==> config.mk <==
export PLATFORM = sky130hd
export DESIGN_NAME = t_param_satcnt
export DESIGN_NICKNAME = d
export VERILOG_FILES = /design/src/rtl/t_param_satcnt.sv
export SDC_FILE = /design/constraint.sdc
export NUM_CORES = 1
export LEC_CHECK = 0
export CAP_MARGIN = 20
export CORE_AREA = 2 2 39 41
export CTS_CLUSTER_DIAMETER = 120
export DETAILED_ROUTE_END_ITERATION = 10
export DIE_AREA = 0 0 41 43
export PLACE_DENSITY = 0.4
export SLEW_MARGIN = 20
export SYNTH_ARGS = -nofsm -noshare
export SYNTH_HDL_FRONTEND = slang
export SYNTH_SLANG_ARGS = --single-unit
==> constraint.sdc <==
create_clock -name clk -period 3.71 [get_ports clk]
set_input_delay 0.5565 -clock clk [delete_from_list [all_inputs] [get_ports clk]]
set_output_delay 0.5565 -clock clk [all_outputs]
set_load 0.005 [all_outputs]
==> src/rtl/t_param_satcnt.sv <==
// Saturating counter with synchronous clear and increment.
// Holds at all-ones instead of wrapping.
module t_param_satcnt #(
  parameter int CW = 4
) (
  input  logic          clk,
  input  logic          rst_n,
  input  logic          clr_i,
  input  logic          inc_i,
  output logic [CW-1:0] cnt_o
);

  logic [CW-1:0] cnt_q, cnt_d;

  always_comb begin
    cnt_d = cnt_q;
    if (clr_i)
      cnt_d = '0;
    else if (inc_i && (cnt_q != '1))
      cnt_d = cnt_q + 1'b1;
  end

  always_ff @(posedge clk or negedge rst_n) begin
    if (!rst_n) cnt_q <= '0;
    else        cnt_q <= cnt_d;
  end

  assign cnt_o = cnt_q;

endmodule

==> flow_summary.ini, run 1 <==
[clock_network]
ctsHoldBuffers = 0
cts_tree = done
cts_max_level = 1
clk-insertion-delay-late_ps = 230
clock-sinks = 4
cts.clk_slew.worst_paths_ps = 40
cts-resized-gates = 0
root_buffer = clkbuf_4
postCtsSetupBuffers = 0
cts_buffer_depth = 2
cts_buffers = 3

[yosys]
synth_area_leader_cell = dfrtp_1
synthAdderAreaFrac = 0.05464
ys_types = 15
synthMuxAreaShare = 0.1093
avgSynthCellArea_um2 = 11.45
yosys.area_share.simple = 0.3333
synth_fp_nets = 25
yosysWarnings = 0
synthesis.area_um2 = 229.0
synth_top_area_frac = 0.4372
synth_top_family_by_area = simple AND/OR/NAND/NOR gates
ys_seq_area_frac = 0.4372
synth_area_leaders = dfrtp_1, mux2_4, nor2b_4
synth_seq_cells = 4
synth_cells = 20
synth_xor_area_frac = 0
synth-compound-area-share = 0.06557

[sta]
skew_ps = 0.5569
clock.fmax_mhz = 580.9
slew_headroom = 0.8602
setup_viol = 0
rsz0062_at_grt = false
finalCriticalPeriod_ps = 1722
fin_crit_sh = 0.4640
drv_slew = 0
tightest_slew_ps = 209.0
finalHoldViolCount = 0
tns_ps = 0

[setup_path]
startpoint_type = flop
slowest_delay_ps = 530
critPathRequiredTime_ps = 3150
crit_chain = clkdlybuf4s50_1
critPathTopFamily = buffers and inverters
cp.buffers_inverters = 1
worst_path_max_delay_cell = clkdlybuf4s50_1
cp.arrival_ps = 1170
r2r-start = cnt_o[0]
r2r_setup_slack_ps = 2330
crit_fanout = 5
worst-setup-path-type = flop to primary output
rr_endpoint = cnt_o[0]
crit_path_end_kind = primary output
rr_worst_depth = 4

[floorplanning]
chipWidth_um = 41
coreArea_um2 = 1384
fp.dieH_um = 43
ios = 8
dieArea_um2 = 1763
initial_core_util = 0.1655
rows = 14

[final_layout]
stdcell_area_um2 = 341.6
largest_reg_flops = 4
syn_to_final_growth_pct = 49.18
fill_cells = 149
finalNetCount = 37
diodes = 0
layout-drive-gt1-share = 0.2333

[pwr]
p_leak_uw = 0.0001479
ir_worst_vdd_uv = 111.7
power_density_nw_per_um2 = 345.8

[route]
vias = 191
wl_per_cell_um = 10.54
ant_nets = 0
drc = 0
dr.pass1.iters = 1
initialDrtViolationCount = 0
routed_wl_um = 485
vias_per_cell = 4.152

[global_route]
grt_pass1_vias = 184
grtUsageTotal = 0.07530
grt_pass1_wl_um = 807
grt_max_degree = 7
grt_antenna_before_repair = 0
grt_overflow = 0

[placed_design]
port_buffers = 7
placed_area_um2 = 319.1
gp_congestion = 0.6225

[worst_hold_path]
hold_path_class = input port to asynchronous set/reset pin

[job]
cap_violations = 0

[outcome]
status = completed
synthesized netlist by cell type:
library cell and instances:
nor2_1 1, a21oi_1 2, nor2b_1 1, and4b_2 1, and3_4 1, o21ai_0 1
mux2i_1 1, mux2_4 1, nand4_1 1, or2_0 1, nand2b_1 2, nor2b_4 1
nor3_1 1, ha_1 1, dfrtp_1 4
cell type report:
class / instances / area, um2 / area share
tap: 16 / 20.02 / 0.05861
clock buffer: 3 / 22.52 / 0.06593
sequential: 4 / 100.1 / 0.2930
timing repair buffer: 7 / 70.07 / 0.2051
multi-input combinational: 16 / 128.9 / 0.3773
through the flow:
| step | power, uW | std cells | util | hold WS (ps) | setup slack [ps] |
|---|---|---|---|---|---|
| after floorplan | 55.63 | 20 | - | 260.9 | 2389 |
| after global placement | 66.31 | 43 | 0.2306 | 573.8 | 2010 |
| after detailed placement | 66.29 | 43 | 0.2306 | 582.7 | 2010 |
| after CTS | 123.0 | 46 | 0.2468 | 540.7 | 1965 |
| after global routing | 127.6 | 46 | 0.2468 | 545.6 | 1927 |
| final | 118.1 | 46 | 0.2468 | 540.1 | 1988 |
worst max-delay path by stage:
stage,from,end,slack [ps],cells after the start
floorplan,cnt_o[0],cnt_o[0],2390,4
finish,cnt_o[0],cnt_o[0],1990,1
detailed placement,inc_i,cnt_o[0],2010,3
global route,cnt_o[0],cnt_o[0],1930,1
CTS,cnt_o[0],cnt_o[0],1970,1
global placement,inc_i,cnt_o[0],2010,3
routing by layer:
layer  global-route usage  vias up  routed length, um
met1              0.09325       87                213
met4              0.08000        0                  0
met5                    0        -                  0
li1                     -       96                  -
met2              0.08750        8                222
met3              0.03141        0                 49
where the power goes:
group	internal, uW	leakage, uW	switching (uW)	total [uW]
clock	36.1	0.0000138	16.6	52.7
combinational	11.1	0.0000797	5.72	16.8
sequential	46.0	0.0000544	2.66	48.7
kinds of logic (layout without fill, tap and decap cells):
group,after synthesis,count (layout)
buffers and inverters,0,10
AOI/OAI and AO/OA,3,3
muxes,2,2
and+or+nand+nor,10,10
adders and majority gates,1,1
DFF,4,4
cells in the final DEF (no fill, tap or decap), types with 2 or more instances in the layout:
cell type        instances
a21oi_1                  2
clkbuf_4                 3
clkdlybuf4s50_1          7
dfrtp_1                  4
nand2b_1                 2
No activity file was read; power rests on OpenSTA's default activity.
==> run 2: changes to the inputs <==
--- a/config.mk
+++ b/config.mk
@@ -10,7 +10,7 @@
 export CTS_CLUSTER_DIAMETER = 120
 export DETAILED_ROUTE_END_ITERATION = 10
 export DIE_AREA = 0 0 41 43
-export PLACE_DENSITY = 0.4
+export PLACE_DENSITY = 0.41
 export SLEW_MARGIN = 20
 export SYNTH_ARGS = -nofsm -noshare
 export SYNTH_HDL_FRONTEND = slang
==> constraint.sdc (replaced) <==
create_clock -name clk -period 1.5 [get_ports clk]
set_input_delay 0.225 -clock clk [delete_from_list [all_inputs] [get_ports clk]]
set_output_delay 0.225 -clock clk [all_outputs]
set_load 0.005 [all_outputs]
==> run 2 against run 1 <==
  * Core utilization rose by 0.54 points
  * Die area did not move
  * First-iteration DRC count did not move
  * Hold slack got worse by 330 ps
  * Global-route usage rose by 0.11 points
  * Power rose to 2.6 times the previous value
  * Wire length did not move
  * Critical endpoint unchanged
  * Largest cell class unchanged
==> flow_summary.ini, run 2 (same netlist as run 1, synthesis figures left out) <==
[final_layout]
regArea_um2 = 100.1
mostFrequentLayoutCell = clkdlybuf4s50_1
syn_to_final_growth_pct = 52.46
diodes = 0
layout-drive-gt1-share = 0.2581
multi_input_comb_area_um2 = 128.9
finalNetCount = 38
largest_reg_flops = 4
fill_cells = 141
layout_common_cells = clkdlybuf4s50_1, dfrtp_1, clkbuf_4, a21oi_1, nand2b_1

[clock_network]
cts-resized-gates = 0
clk-insertion-delay-late_ps = 240
cts.clk_slew.worst_paths_ps = 40
ctsHoldBuffers = 0
postCtsSetupBuffers = 0
cts_tree = done
cts_buffer_depth = 2
root_buffer = clkbuf_4
cts_buffers = 3
clock-sinks = 4
cts_max_level = 1

[setup_path]
crit_path_end_kind = primary output
r2r-start = cnt_o[1]
cp.arrival_ps = 1210
crit_chain = buf_4 > clkdlybuf4s50_1
crit_fanout = 4
startpoint_type = flop
worst_path_max_delay_cell = clkdlybuf4s50_1
crit_start = cnt_o[0]
worstSetupEndpoint = cnt_o[0]
critPathRequiredTime_ps = 1270
slowest_delay_ps = 490
rr_endpoint = cnt_o[0]
r2r_setup_slack_ps = 170
worst-setup-path-type = flop to primary output
rr_worst_depth = 4

[global_route]
grt_pass1_vias = 190
grt_max_degree = 7
grtUsageTotal = 0.07638
grt_antenna_before_repair = 0
grt_overflow = 0
grt_pass1_wl_um = 807

[sta]
tns_ps = 0
drv_slew = 0
fin_crit_sh = 0.9584
clock.fmax_mhz = 695.6
finalHoldViolCount = 0
finalCriticalPeriod_ps = 1438
skew_ps = 2.992
rsz0062_at_grt = false
tightest_slew_ps = 226.2
setup_viol = 0
slew_headroom = 0.8487
holdWs_ps = 207.4
fin_ws_ps = 62.35

[route]
routed_wl_um = 485
dr.pass1.iters = 1
drc = 0
vias_per_cell = 3.915
initialDrtViolationCount = 0
ant_nets = 0
vias = 184
wl_per_cell_um = 10.32

[floorplanning]
ios = 8
chipWidth_um = 41
fp.dieH_um = 43
rows = 14
initial_core_util = 0.1655
coreArea_um2 = 1384
dieArea_um2 = 1763

[job]
cap_violations = 0

[outcome]
status = completed

[worst_hold_path]
hold_path_class = input port to asynchronous set/reset pin

[pwr]
power_uw = 304.5
power_density_nw_per_um2 = 872.2
p_leak_uw = 0.0001530
ir_worst_vdd_uv = 231.1

[placed_design]
port_buffers = 7
dp_hpwl_um = 348.7
gp_congestion = 0.6587
post-place-ws_ps = 127.3
[run 2: layout make-up]
type | instances | share of cell area
clock buffers | 3 | 0.06452
multi-input cells | 16 | 0.3692
flip-flops and latches | 4 | 0.2867
well taps | 16 | 0.05735
repair buffers | 8 | 0.2222
[run 2: stage by stage]
| step | cell area, um2 | utilization | instances |
|---|---|---|---|
| final | 349.1 | 0.2523 | 47 |
| after global routing | 349.1 | 0.2523 | 47 |
| after CTS | 349.1 | 0.2523 | 47 |
| after detailed placement | 326.6 | 0.2360 | 44 |
| after global placement | 326.6 | 0.2360 | 44 |
| after floorplan | 229.0 | - | 20 |
[run 2: how the worst min path moves through the flow]
| stage | cells past startpoint | start | end | slack (ps) |
|---|---|---|---|---|
| after floorplan | 0 | rst_n | cnt_o[0] | -70 |
| after global placement | 1 | rst_n | cnt_o[2] | 460 |
| after detailed placement | 1 | rst_n | cnt_o[2] | 460 |
| after CTS | 1 | rst_n | cnt_o[3] | 210 |
| after global routing | 1 | rst_n | cnt_o[1] | 220 |
| final | 1 | rst_n | cnt_o[3] | 210 |
[run 2: routing by layer]
metal / track usage / wire [um] / vias up
met5: 0 / 0 / -
met4: 0.1000 / 0 / 0
met3: 0.03141 / 40 / 0
met2: 0.07188 / 186 / 8
met1: 0.1032 / 258 / 82
li1: - / - / 94
[run 2: power by group]
group	switching (uW)	internal [uW]	leakage (uW)
Clock	48.9	89.8	0.0000138
Combinational	17.1	30.4	0.0000849
Sequential	4.57	114	0.0000544
[run 2: worst max-delay path, delay by kind of cell, from the launching register on]
kind	cells	cell delay [ps]
flops	1	350
buf+inv	2	620
==> run 3: changes to the inputs <==
--- a/config.mk
+++ b/config.mk
@@ -11,6 +11,7 @@
 export DETAILED_ROUTE_END_ITERATION = 10
 export DIE_AREA = 0 0 41 43
 export PLACE_DENSITY = 0.41
+export SETUP_SLACK_MARGIN = 0.02
 export SLEW_MARGIN = 20
 export SYNTH_ARGS = -nofsm -noshare
 export SYNTH_HDL_FRONTEND = slang
==> run 3 against run 2 <==
  * Hold slack about the same
  * Non-clock buffer count did not move
  * Sequential power hardly changed
  * Critical path type unchanged
  * Largest power group unchanged
==> flow_summary.ini, run 3 (same netlist as run 1, synthesis figures left out) <==
[worst_hold_path]
hold_path_class = input port to asynchronous set/reset pin

[setup_path]
crit_path_end_kind = primary output
cp.buffers_inverters = 1
rr_worst_depth = 4
critPathTopFamily = buffers and inverters
worst-setup-path-type = flop to primary output
slowest_delay_ps = 520
crit_chain = clkdlybuf4s50_1
cp.arrival_ps = 1150
critPathRequiredTime_ps = 1270
r2r_setup_slack_ps = 170
crit_fanout = 5
r2r-start = cnt_o[1]
worst_path_max_delay_cell = clkdlybuf4s50_1
cp.depth = 1
rr_endpoint = cnt_o[0]
startpoint_type = flop

[sta]
skew_ps = 2.906
rsz0062_at_grt = false
finalHoldViolCount = 0
slew_headroom = 0.8487
drv_slew = 0
fin_crit_sh = 0.9164
tightest_slew_ps = 226.3
clock.fmax_mhz = 727.5
finalCriticalPeriod_ps = 1375
tns_ps = 0
setup_viol = 0

[route]
vias = 186
initialDrtViolationCount = 0
vias_per_cell = 3.957
routed_wl_um = 498
wl_per_cell_um = 10.60
dr.pass1.iters = 1
ant_nets = 0
drc = 0

[final_layout]
fin_cells = 47
layout-drive-gt1-share = 0.2581
finalNetCount = 38
mostFrequentLayoutCell = clkdlybuf4s50_1
diodes = 0
layout_common_cells = clkdlybuf4s50_1, dfrtp_1, clkbuf_4, a21oi_1, nand2b_1
syn_to_final_growth_pct = 53.55
utilization = 0.2541
stdcell_area_um2 = 351.6
largest_reg_flops = 4

[clock_network]
cts_tree = done
cts_max_level = 1
cts.clk_slew.worst_paths_ps = 40
root_buffer = clkbuf_4
cts_buffer_depth = 2
cts_buffers = 3
ctsHoldBuffers = 0
clk-insertion-delay-late_ps = 240
clock-sinks = 4

[global_route]
grt_max_degree = 7
grtUsageTotal = 0.07638
grt_overflow = 0
grt_pass1_vias = 190
grt_antenna_before_repair = 0
grt_pass1_wl_um = 807

[floorplanning]
coreArea_um2 = 1384
chipWidth_um = 41
ios = 8
initial_core_util = 0.1655
rows = 14
fp.dieH_um = 43
dieArea_um2 = 1763

[pwr]
ir_worst_vdd_uv = 231.3
power_density_nw_per_um2 = 865.0
p_leak_uw = 0.0001670

[job]
cap_violations = 0

[placed_design]
port_buffers = 7
dp_hpwl_um = 348.7
gp_congestion = 0.6587
placed_area_um2 = 326.6
dp.cells = 44

[outcome]
status = completed
[run 3: metal layers]
metal,global-route usage,share of wire,vias to the layer above
met5,0,0,-
met3,0.03141,0.088,0
met4,0.1000,0,0
met2,0.07188,0.38,8
li1,-,-,94
met1,0.1032,0.53,84
[run 3: per-stage QoR]
step / power [uW] / hold WS (ps) / setup WS [ps]
6_report: 304.1 / 207.4 / 125.4
5_1_grt: 326.5 / 218.0 / 58.35
4_1_cts: 311.3 / 208.5 / 53.75
3_5_place_dp: 167.6 / 461.8 / 127.3
3_3_place_gp: 168.3 / 457.6 / 159.3
2_1_floorplan: 137.6 / -70.59 / 179.3
[run 3: area by class of cell]
class	count	area, um2
Clock buffer	3	22.52
Fill cell	142	1032
Multi-Input combinational cell	16	128.9
Sequential cell	4	100.1
Tap cell	16	20.02
Timing Repair Buffer	8	80.08
[run 3: worst max path at each step]
stage,start,endpoint
floorplan,cnt_o[0],cnt_o[0]
finish,cnt_o[2],cnt_o[2]
CTS,cnt_o[0],cnt_o[0]
global route,cnt_o[2],cnt_o[2]
global placement,inc_i,cnt_o[0]
detailed placement,inc_i,cnt_o[0]
[run 3: repair_timing]
action / CTS / global route
gates resized for setup: 0 / 1
setup endpoints to repair: 0 / 1
hold endpoints to repair: 0 / 0
buffers inserted: 0 / 0
[run 3: worst register-to-register path, cell delays in order, from the launching register on]
cell and delay [ps]:
dfrtp_1 400, ha_1 220, and3_4 170, nor2b_4 130, mux2_4 300
[run 3: power by group]
| group | switching (uW) | internal, uW | leakage [uW] |
|---|---|---|---|
| sequential | 4.69 | 114 | 0.0000544 |
| combinational | 17.3 | 29.6 | 0.0000988 |
| clock | 49.0 | 89.8 | 0.0000138 |
